`src/rtl/instruction_memory.sv`:
```
// Read-only boot instruction store for the MIPS fetch stage.
// Word-addressed, one-cycle registered read, output cleared asynchronously by rst.
module instruction_memory #(
    parameter int                ADDR_W   = 10,
    parameter int                DATA_W   = 32,
    parameter logic [DATA_W-1:0] NOP_WORD = '0
) (
    input  logic              clk,
    input  logic              rst,
    input  logic [ADDR_W-1:0] addr,
    output logic [DATA_W-1:0] data
);

    // Boot program: a short ALU/memory exercise ending in a jump-to-self halt loop.
    function automatic logic [DATA_W-1:0] rom_word(input logic [ADDR_W-1:0] index);
        logic [DATA_W-1:0] word;
        word = NOP_WORD;
        case (index)
            ADDR_W'(0): word = DATA_W'(32'h2008_0005);  // addi $t0,$zero,5
            ADDR_W'(1): word = DATA_W'(32'h2009_0003);  // addi $t1,$zero,3
            ADDR_W'(2): word = DATA_W'(32'h0109_5020);  // add  $t2,$t0,$t1
            ADDR_W'(3): word = DATA_W'(32'h0109_5822);  // sub  $t3,$t0,$t1
            ADDR_W'(4): word = DATA_W'(32'h0109_6024);  // and  $t4,$t0,$t1
            ADDR_W'(5): word = DATA_W'(32'h0109_6825);  // or   $t5,$t0,$t1
            ADDR_W'(6): word = DATA_W'(32'hAC0A_0000);  // sw   $t2,0($zero)
            ADDR_W'(7): word = DATA_W'(32'h8C0E_0000);  // lw   $t6,0($zero)
            ADDR_W'(8): word = DATA_W'(32'h0128_782A);  // slt  $t7,$t1,$t0
            ADDR_W'(9): word = DATA_W'(32'h0800_0009);  // j    9
            default:    word = NOP_WORD;
        endcase
        return word;
    endfunction

    // NOTE: the ROM is pure combinational decode, so there is no array to reset;
    // only the output register is cleared, and it uses <= like all clocked state.
    always_ff @(posedge clk or posedge rst) begin
        if (rst) begin
            data <= '0;
        end else begin
            data <= rom_word(addr);
        end
    end

endmodule

```
`config.mk`:
```
export PLATFORM = sky130hd
export DESIGN_NAME = instruction_memory
export DESIGN_NICKNAME = d
export VERILOG_FILES = /design/src/rtl/instruction_memory.sv
export SDC_FILE = /design/constraint.sdc
export NUM_CORES = 1
export LEC_CHECK = 0
export ABC_CLOCK_PERIOD_IN_PS = 1300
export CORE_ASPECT_RATIO = 1.1
export CORE_MARGIN = 5
export CORE_UTILIZATION = 30
export CTS_CLUSTER_DIAMETER = 50
export DETAILED_ROUTE_END_ITERATION = 10
export GPL_TIMING_DRIVEN = 0
export PLACE_DENSITY = 0.61
export RECOVER_POWER = 50
export SLEW_MARGIN = 20
export SYNTH_ARGS = -nofsm -noshare
export SYNTH_HDL_FRONTEND = slang
export SYNTH_SLANG_ARGS = --single-unit
```
`constraint.sdc`:
```
create_clock -name clk -period 1.3 [get_ports clk]
set_input_delay 0.13 -clock clk [delete_from_list [all_inputs] [get_ports clk]]
set_output_delay 0.13 -clock clk [all_outputs]
set_load 0.02 [all_outputs]
```
==> impl.org, run 1 <==
** Finish
- Final core utilization :: 47.6%
- Cells with a size suffix above 1 make up 21.3% of the layout.
- In the layout the commonest cells are 21 x dlygate4sd2_1, 19 x buf_4, 15 x dfrtp_1.
- Inserted Diodes :: 0
- The register with the most flip-flops in the final layout is data.
- Flip-flop count of the largest register after layout :: 15
- Area delta synth->final :: 52.3%
- Leaving out fill and tap cells, the most frequent cell in the layout is dlygate4sd2_1.
- Summing all non-filler instances in the final layout gives an area of 1190 um2.
- Largest registers ranked by flip-flop count :: data: 15 flops
- For this run, the post-layout net count is 144.

** Global route
- Via count of the first global-routing pass :: 645
- Largest net degree at the start of global routing :: 16
- After global routing the overflow that remains totals 0.
- First-pass GRT wire length :: 2740 um
- The initial antenna violation count came to 0.
- Across every metal layer, demand over resource in global routing totals 9.41%.

** Worst setup path
- At the worst endpoint, the required time is 1.17 ns.
- Critical Path Source Type :: flop
- On the worst path, the slowest cell contributes a delay of 0.39 ns.
- Worst Setup End Kind :: output port
- The kind of cell with the highest combined delay along the critical path is buffers and inverters.
- The critical path is of the reg2out type.
- In this run the worst path has a maximum fanout of 3.
- Data on the critical path arrives at its endpoint at about 1.1 ns.
- Together, buffers and inverters on the worst path number 2.
- On the critical path, the stage with the largest delay is an instance of dfrtp_1.
- Walking the worst path, the cells encountered are buf_4 > dlygate4sd2_1.

** Floorplanning
- Total number of placement rows :: 19
- The die covers 3720 um2.
- Effective utilization at floorplan :: a little under a third
- Die extent in y :: 63.5 um
- Top-Level Pins :: 44
- The core region is approximately 2500 um2.
- Die X :: 58.6 um

** Synth
- Ranked by total cell area, the synthesized netlist is headed by dfrtp_1 48%, buf_4 16%, ha_1 6.4%.
- Count of state elements after synthesis :: 15
- Cell type with the highest aggregate area in the netlist :: dfrtp_1
- The synthesized netlist contains 21 unique library cells.
- Synth warn :: 0
- Of the synthesized area, sequential elements account for between 40 and 50%.
- Post-synthesis instance area :: ~800 um2
- After synthesis, the mean cell area works out to about 9.9 um2.
- Cells after Synth :: a little under 80
- The share of synthesized area in the top cell type comes to 48.2%.

** Clock tree
- The longest clock path from root to sink contains 2 buffers.
- Clock transition at path regs :: 0.08 ns
- In this run, CTS created clock tree buffers numbering 3.
- CTS Sinks :: 15
- Clock tree synthesis selected as its root buffer the cell clkbuf_4.
- CTS built an H-tree with a depth of 1.
- Hold repair after CTS inserted 0 buffers.
- Clock tree from TritonCTS :: yes

** Pwr
- Static Leakage :: 0.668 nW
- Net switching is between 20% and 30% of the power.
- Per report_power, the clock group accounts for 28.3% of the total.
- The internal portion of the total power is about 660 uW.
- Power per standard cell area :: around 740 nW/um2
- Sequential fraction of design power :: 53.1%
- Total power after layout :: a little under 900 uW
- The share of total power dissipated in combinational logic is 18.6%.
- Summed over all nets, the switching power comes to 222 uW.
- Max IR drop VDD :: between 0.0003 and 0.0004 V

** Detailed routing
- Post-route DRC violation count :: 0
- The detailed router finished its first iteration with 4 violations.
- The final layout contains routed wiring with a total length of ~1600 um.
- Number of iterations in the first detailed-routing pass :: 4
- Vias after detailed routing :: 658
- The count of nets left with antenna violations once routing finished came out at 0.
- Average routed wire per standard cell :: 10.4 um
- After detailed routing, the number of vias per cell comes to 4.16.

** Timing
- The final-report hold violation count came to 0.
- The max-slew violation count is 0.
- Worst slew margin relative to its limit :: ~64%
- Setup violations remaining at the end of the flow were counted as 0.
- Setup repair after global routing left no endpoint under its margin.
- Final worst-path cycle share :: 95.2%
- Slew of the pin with the lowest slew margin :: ~0.53 ns
- Highest clock frequency the design can meet :: just over 0.8 GHz
- The worst path needs between 1 and 1.5 ns of the cycle, external delays included.
- In the final timing run, aggregate negative setup slack is 0 ns.

** Outcome
- The run finished with clean final reports.

** Place
- Routability-driven placement finished with a final weighted congestion of 0.831.
- The HPWL after detailed placement is approximately 1400 um.
- During placement, the flow inserted port buffers numbering 30.
- After detailed placement, the total cell area comes to ~1200 um2.

** Hold path
- In this run the worst hold path is classified as in2async.

** Flow run
- Max_cap viols :: 0
## timing repair
item | CTS | global route
resized for setup | 21 | 7
gates cloned | 0 | 0
pin swaps | 0 | 1
setup endpoints to repair | 20 | 10
setup buffers | 0 | 2
## logic make-up after synthesis
group	after synthesis	share of synthesized area, %
AOI/OAI and AO/OA	9	6.74
adders and majority gates	5	7.70
buffers and inverters	23	19.3
DFF	15	48.2
other	1	0.481
and+or+nand+nor	26	17.7
## routing by layer
layer | GRT usage (%) | vias up | share of wire (%)
li1 | - | 328 | -
met1 | 9.62 | 289 | 37
met2 | 17.3 | 37 | 52
met3 | 1.22 | 4 | 8.8
met4 | 5.95 | 0 | 2.5
met5 | 0 | - | 0
## per-stage QoR
step | hold slack, ns | setup WS [ns] | cells
floorplan | 0.0315 | 0.317 | 91
global placement | 0.496 | -0.416 | 152
detailed placement | 0.513 | -0.412 | 152
CTS | 0.213 | 0.00375 | 156
global route | 0.382 | 0.0104 | 158
finish | 0.335 | 0.0625 | 158
## power groups by stage
| stage | combinational (mW) | clock, mW | sequential, mW |
|---|---|---|---|
| 3_5_place_dp | 0.163 | 0 | 0.477 |
| 6_report | 0.164 | 0.249 | 0.468 |
| 5_1_grt | 0.180 | 0.277 | 0.468 |
| 4_1_cts | 0.159 | 0.259 | 0.468 |
| 3_3_place_gp | 0.161 | 0 | 0.477 |
| 2_1_floorplan | 0.104 | 0 | 0.479 |
## area by class of cell
type                            instances  area [um2]
Multi-Input combinational cell         53         305
Tap cell                               31        38.8
Timing Repair Buffer                   32         289
Sequential cell                        15         375
Fill cell                             253        1310
Clock buffer                            4        26.3
Buffer                                 19         138
Inverter                                4        15.0
## synthesized netlist by cell type
master,count
inv_1,3
buf_4,17
inv_2,1
nor2_1,5
nand2b_1,5
dfrtp_1,15
nor4b_1,1
a21oi_1,6
nor4_1,1
a31oi_1,1
or4_1,2
a2111oi_0,1
nand3_1,3
ha_1,4
maj3_1,1
a211oi_1,1
conb_1,1
nor3_1,4
and2_2,1
nand2_1,4
clkbuf_1,2
## final timing paths
kind | start | endpoint | slack (ns) | cells after the start
min | rst | data[2] | 0.33 | 2
max | data[26] | data[31] | 0.06 | 2
max in group asynchronous | rst | data[13] | 0.61 | 2
min in group clk | addr[1] | data[2] | 0.36 | 2
Power figures use the tool's default switching activity.
==> run 2: changes to the inputs <==
Settings changed: CORE_ASPECT_RATIO 1.1 to 0.9, HOLD_SLACK_MARGIN from default to 0.03.
==> impl.org, run 2 (synthesis gave the netlist of run 1 again) <==
** Detailed routing
- The final layout contains routed wiring with a total length of 1670 um.
- After detailed routing, the number of remaining DRC violations is 0.
- Summing over every cut layer, the via total after detailed routing is 674.
- Length of routed met2 wiring :: 872 um
- Antenna-violating nets left :: 0
- Using the TritonRoute via totals, the vias-per-cell ratio works out to approximately 4.4.
- The first TritonRoute pass finished after 4 iterations.
- Detailed router's first-iteration violation count :: 6
- For this block, wires on met1 add up to about 620 um.
- Detailed routing placed a total of 134 um of wire on met3.
- In this run the top signal layer used is met4.
- After detailed routing, the average wire length per cell comes to 10.8 um.

** Flow run
- Across the run, the number of max-cap violations was 0.

** Finish
- Area occupied by multi-input gates :: 307 um2
- In the final layout, the share of cells above drive strength 1 is around 21%.
- Final layout net count :: 143
- Summing all flip-flop and latch instances after layout gives about 380 um2.
- Area delta synth->final :: 51.8%
- The count of cells in the finished layout, fillers not included, comes to 154.
- Leaving out fill and tap cells, the most frequent cell in the layout is dlygate4sd2_1.
- Number of filler instances in the final layout :: between 200 and 250
- Register with the most flip-flops :: data
- Largest registers ranked by flip-flop count :: data: 15 flops
- The library cells used most frequently in the layout, excluding fill and tap cells, are 20 x dlygate4sd2_1, 18 x buf_4, 15 x dfrtp_1.
- Once layout is done, the placed cells without fillers occupy about 1200 um2.
- 0 antenna diodes ended up in the layout.
- The register with the most flip-flops in the layout has 15 of them.
- Cells fill 48.0% of the core in the end.

** Floorplanning
- Die extent in y :: 58.4 um
- Top-Level Pins :: 44
- Die X :: roughly 64 um
- Total number of placement rows :: 17
- The initial utilization of the core area, before any placement, comes to 31.6%.
- Die ar. :: 3720 um2
- Placeable Area :: 2470 um2

** Pwr
- Sequential fraction of design power :: a little over half
- Switching Fraction :: 25.3%
- Per report_power, the combinational group accounts for a little under a fifth of the total.
- The clock network accounts for between 20% and 30% of the total power.
- IR analysis of the VDD net gives a maximum drop of 0.000519 V.
- Switch Pwr :: approximately 220 uW
- Power per standard cell area :: 744 nW/um2
- The design draws between 800 and 900 uW.
- Cell internal power was estimated by the tool at 658 uW.
- Static Leakage :: between 0.6 and 0.7 nW

** Timing
- Final hold violation count :: 0
- In the finished design, the share of the clock period the worst path needs comes to 95.3%.
- For the pin with the worst max-slew slack, the measured transition is about 0.53 ns.
- Crit path time final :: 1.24 ns
- Number of pins exceeding their max-slew limit in the final report :: 0
- Setup total negative slack on the finished layout was measured at 0 ns.
- For this run, the top clock speed supported by timing is 0.807 GHz.
- Final number of setup-violating endpoints :: 0
- Once routing completed, OpenROAD measured the worst setup slack at 0.0609 ns.
- Worst slew margin relative to its limit :: between 60% and 70%
- Worst hold-check slack :: 0.223 ns

** Global route
- Via count of the first global-routing pass :: around 640
- Global routing used a little under a tenth of the available tracks.
- The first global-routing pass estimated approximately 2700 um of wire.
- Number of antenna violations at the first check in global routing :: 0
- Entering global routing, the biggest net connects 16 pins.
- After global routing the overflow that remains totals 0.

** Place
- The number of placed instances, taps included, is 149.
- Port buffering added 30 buffers.
- The congestion estimate from routability-driven global placement came to 0.781.
- DPL Wire Length :: 1360 um
- Pre-CTS worst setup slack :: -0.450 ns
- Post-place instance area :: 1160 um2

** Worst setup path
- For the worst setup path, the data required time is around 1.5 ns.
- Cell breakdown of the critical path :: clkdlybuf4s50_1 > nor4_2 > nand2_1 > clkbuf_2 > a31oi_1
- The worst setup path is of the in2reg kind.
- Gate family responsible for the most delay along the worst path :: buffers and inverters
- Worst-path cell with the longest stage delay :: clkdlybuf4s50_1
- The critical path contains buffers and inverters numbering 2 combined.
- Data arrives at the worst endpoint at about 1.4 ns.
- Delay of the slowest cell on the worst path :: between 0.4 and 0.5 ns
- STA classifies the critical path endpoint as a flop.
- Along the worst path, the maximum fanout reaches 10.
- Critical Path Source Type :: input pin

** Clock tree
- Counting along the longest clock path gives a buffer depth of 2.
- TritonCTS built the clock tree.
- Number of H-tree levels :: 1
- Counting the buffers created by CTS gives 3.
- CTS Sinks :: 15
- Root buffer selected by CTS :: clkbuf_4
- After clock tree synthesis, the clock-pin slew on the worst setup and hold paths is about 0.080 ns.
- Hold_buf cts :: 0

** Hold path
- Worst min-delay path class :: in2reg

** Outcome
- Result of the run :: completed
[run 2: cell types whose count changed in the layout (fill, tap and decap cells not counted), sizes merged]
cell,before,now
dlymetal6s2s,0,2
clkdlybuf4s50,8,6
buf,20,18
dlygate4sd2,21,20
clkbuf,5,6
clkdlybuf4s15,0,1
[run 2: layout make-up]
| cell class | instances | share of cell area, % |
|---|---|---|
| well taps | 28 | 2.96 |
| repair buffers | 31 | 24.3 |
| flip-flops and latches | 15 | 31.7 |
| multi-input cells | 53 | 25.9 |
| plain buffers | 19 | 11.6 |
| clock buffers | 4 | 2.22 |
| inverters | 4 | 1.27 |
[run 2: per-layer routing]
metal	track usage (%)	vias up
li1	-	328
met1	8.94	310
met2	16.5	32
met3	3.24	4
met4	5.34	0
met5	0	-
[run 2: repair_timing]
item / CTS / global route
endpoints found under the setup margin: 21 / 5
gates resized for setup: 23 / 6
endpoints found under the hold margin: 0 / 0
pin swaps: 0 / 1
buffers inserted: 0 / 1
[run 2: path summary, 6_finish.rpt]
check | end | start | slack, ns | depth (start not counted)
max | data[11] | addr[7] | 0.06 | 5
min | data[2] | addr[0] | 0.22 | 2
max in group asynchronous | data[3] | rst | 0.61 | 2
min in group asynchronous | data[16] | rst | 0.34 | 2
[run 2: power by group through the flow]
stage	clock (mW)	combinational, mW	sequential, mW
2_1_floorplan	0	0.104	0.479
3_3_place_gp	0	0.161	0.477
3_5_place_dp	0	0.163	0.477
4_1_cts	0.259	0.161	0.468
5_1_grt	0.287	0.180	0.468
6_report	0.249	0.164	0.468
==> run 3: changes to the inputs <==
Settings changed: ABC_CLOCK_PERIOD_IN_PS 1300 to 1200, CAP_MARGIN from default to 20, PLACE_DENSITY 0.61 to 0.71.
Clock period 1.3 ns to 1.2 ns, I/O delays scaled along.
==> impl.org, run 3 (synthesis gave the netlist of run 1 again) <==
** Outcome
- The run finished with clean final reports.

** Global route
- The first global-routing pass estimated 3100 um of wire.
- The initial antenna violation count was 0.
- Largest net degree at the start of global routing :: 16
- Via count of the first global-routing pass :: 664
- Global routing finished with a remaining overflow of 0.
- Total track usage :: 10.4%

** Pwr
- Max IR drop VDD :: 0.000616 V
- The internal power of the cells totals just over 700 uW.
- Switching Fraction :: 27.1%
- Of the total power, combinational logic draws between 10% and 20%.
- The share of total power dissipated in sequential elements is 52.1%.
- The analysis attributes to net switching a power of 263 uW.
- Share of total power in the clock network :: roughly 29%
- Summed over all cells, the static leakage comes to 0.690 nW.
- Power per standard cell area :: approximately 800 nW/um2

** Floorplanning
- Once the floorplan was initialized, standard cells occupied roughly a third of the core.
- The die covers 3720 um2.
- Pin placement for this block handled 44 I/O pins.
- Total number of placement rows :: 17
- Placeable Area :: 2470 um2
- In this run the vertical extent of the chip is 58.4 um.
- The die is 63.7 um wide.

** Clock tree
- Counting along the longest clock path gives a buffer depth of 2.
- Root buffer selected by CTS :: clkbuf_4
- Clock tree from TritonCTS :: yes
- Number of H-tree levels :: 1
- The clock drives 15 sinks.
- TritonCTS created 3 clock buffers.
- In this run, post-CTS hold repair placed 0 buffers.
- Clock transition at path regs :: around 0.08 ns

** Detailed routing
- Post-route DRC violation count :: 0
- Vias/cell :: ~4.4
- For this block, the routed nets add up to approximately 1800 um of wire.
- Detailed routing inserted a total of 679 vias.
- In the final routed layout, each cell accounts on average for 11.9 um.
- Antenna-violating nets left :: 0
- Detailed router's first-iteration violation count :: 16
- The first detailed-routing pass ran for 4 iterations.

** Finish
- Largest registers ranked by flip-flop count :: data: 15 flops
- Final layout net count :: 144
- Inserted Diodes :: 0
- Area delta synth->final :: 56.3%
- Finished Layout Cells :: 155
- In the final layout, the share of cells above drive strength 1 is 30.7%.
- Summing all non-filler instances in the final layout gives an area of 1220 um2.
- Flip-flop count of the largest register after layout :: 15
- The filler cells instantiated in the layout total between 200 and 250.
- data holds more flip-flops than any other register.
- Most frequent standard cell in the layout excluding fill and tap cells :: buf_4
- Commonest cells after routing, fill and taps aside :: 22 x buf_4, 16 x dlygate4sd2_1, 15 x dfrtp_1

** Timing
- Worst hold-check slack :: 0.172 ns
- Crit path time final :: roughly 1.1 ns
- Summed negative setup slack over all endpoints :: 0 ns
- Worst setup margin :: 0.0609 ns
- Derived from the worst setup path, the maximum achievable clock frequency is 0.878 GHz.
- Setup violations remaining at the end of the flow were counted as 0.
- Number of pins exceeding their max-slew limit in the final report :: 0
- Slew of the pin with the lowest slew margin :: 0.526 ns
- Worst slew margin relative to its limit :: between 60% and 70%
- The final-report hold violation count is 0.
- Final worst-path cycle share :: ~95%

** Place
- Number of cells after detailed placement :: between 100 and 150
- The congestion estimate from routability-driven global placement came to 0.745.
- Before CTS, the worst setup slack after placement is -0.536 ns.
- Post-place instance area :: 1160 um2
- The wire-length estimate of the detail-placed layout is around 1400 um.
- The count of buffers added on input and output ports is 30.

** Flow run
- Max_cap viols :: 0

** Worst setup path
- Type of the worst setup path :: in2reg
- Worst Setup End Kind :: flop
- At the worst endpoint, the required time is 1.37 ns.
- Arrival time reported for the critical path endpoint :: around 1.3 ns
- In this run the worst path has a maximum fanout of 4.
- Critical Path Source Type :: input pin

** Hold path
- Worst hold path cell count :: 2
- Worst min-delay path class :: in2reg
-- run 3: cell count changes in the layout (fill, tap and decap cells not counted), moves of 3 or more --
cell           before  now
buf_4              18   22
buf_2               0    3
dlygate4sd2_1      20   16
nor3_2              0    3
nor3_1              4    1
-- run 3: final cells by class --
type | count | area [um2] | share of cell area, %
multi-input combinational | 53 | 345 | 28.3
buffer | 19 | 143 | 11.7
inverter | 4 | 15.0 | 1.23
clock inverter | 1 | 5.00 | 0.411
timing repair buffer | 32 | 278 | 22.8
clock buffer | 3 | 22.5 | 1.85
tap | 28 | 35.0 | 2.87
sequential | 15 | 375 | 30.8
-- run 3: worst paths after layout --
| kind | startpoint | to | slack [ns] |
|---|---|---|---|
| setup / recovery | addr[6] | data[2] | 0.06 |
| hold / removal | addr[2] | data[21] | 0.17 |
| max in group asynchronous | rst | data[29] | 0.55 |
| min in group asynchronous | rst | data[18] | 0.31 |
-- run 3: power groups by stage --
stage          Sequential, mW  Clock [mW]  Combinational (mW)
6_report                0.507       0.279               0.186
5_1_grt                 0.507       0.320               0.206
4_1_cts                 0.507       0.287               0.174
3_5_place_dp            0.517           0               0.176
3_3_place_gp            0.517           0               0.173
2_1_floorplan           0.519           0               0.113
-- run 3: layer usage --
metal | global-route usage (%) | vias up | wire, um
met5 | 0 | - | 0
met1 | 11.3 | 315 | 685
li1 | - | 327 | -
met2 | 18.0 | 34 | 937
met3 | 4.20 | 3 | 185
met4 | 4.45 | 0 | 29
-- run 3: metrics by stage --
| step | utilization [%] | power (mW) |
|---|---|---|
| 6_report | 49.4 | 0.972 |
| 3_5_place_dp | 47.0 | 0.693 |
| 5_1_grt | 49.4 | 1.03 |
| 4_1_cts | 48.0 | 0.968 |
| 2_1_floorplan | - | 0.632 |
| 3_3_place_gp | 47.0 | 0.690 |
-- run 3: worst max-delay path, stage by stage --
cell and delay, ns:
clkdlybuf4s50_1 0.42, nor4_2 0.26, nand2_1 0.15, a2111oi_2 0.36
-- run 3: timing repair --
item,CTS,global route
endpoints found under the setup margin,28,15
pin swaps,1,2
cloned,0,0
hold endpoints to repair,0,0
resized for setup,32,22
buffers inserted,2,0
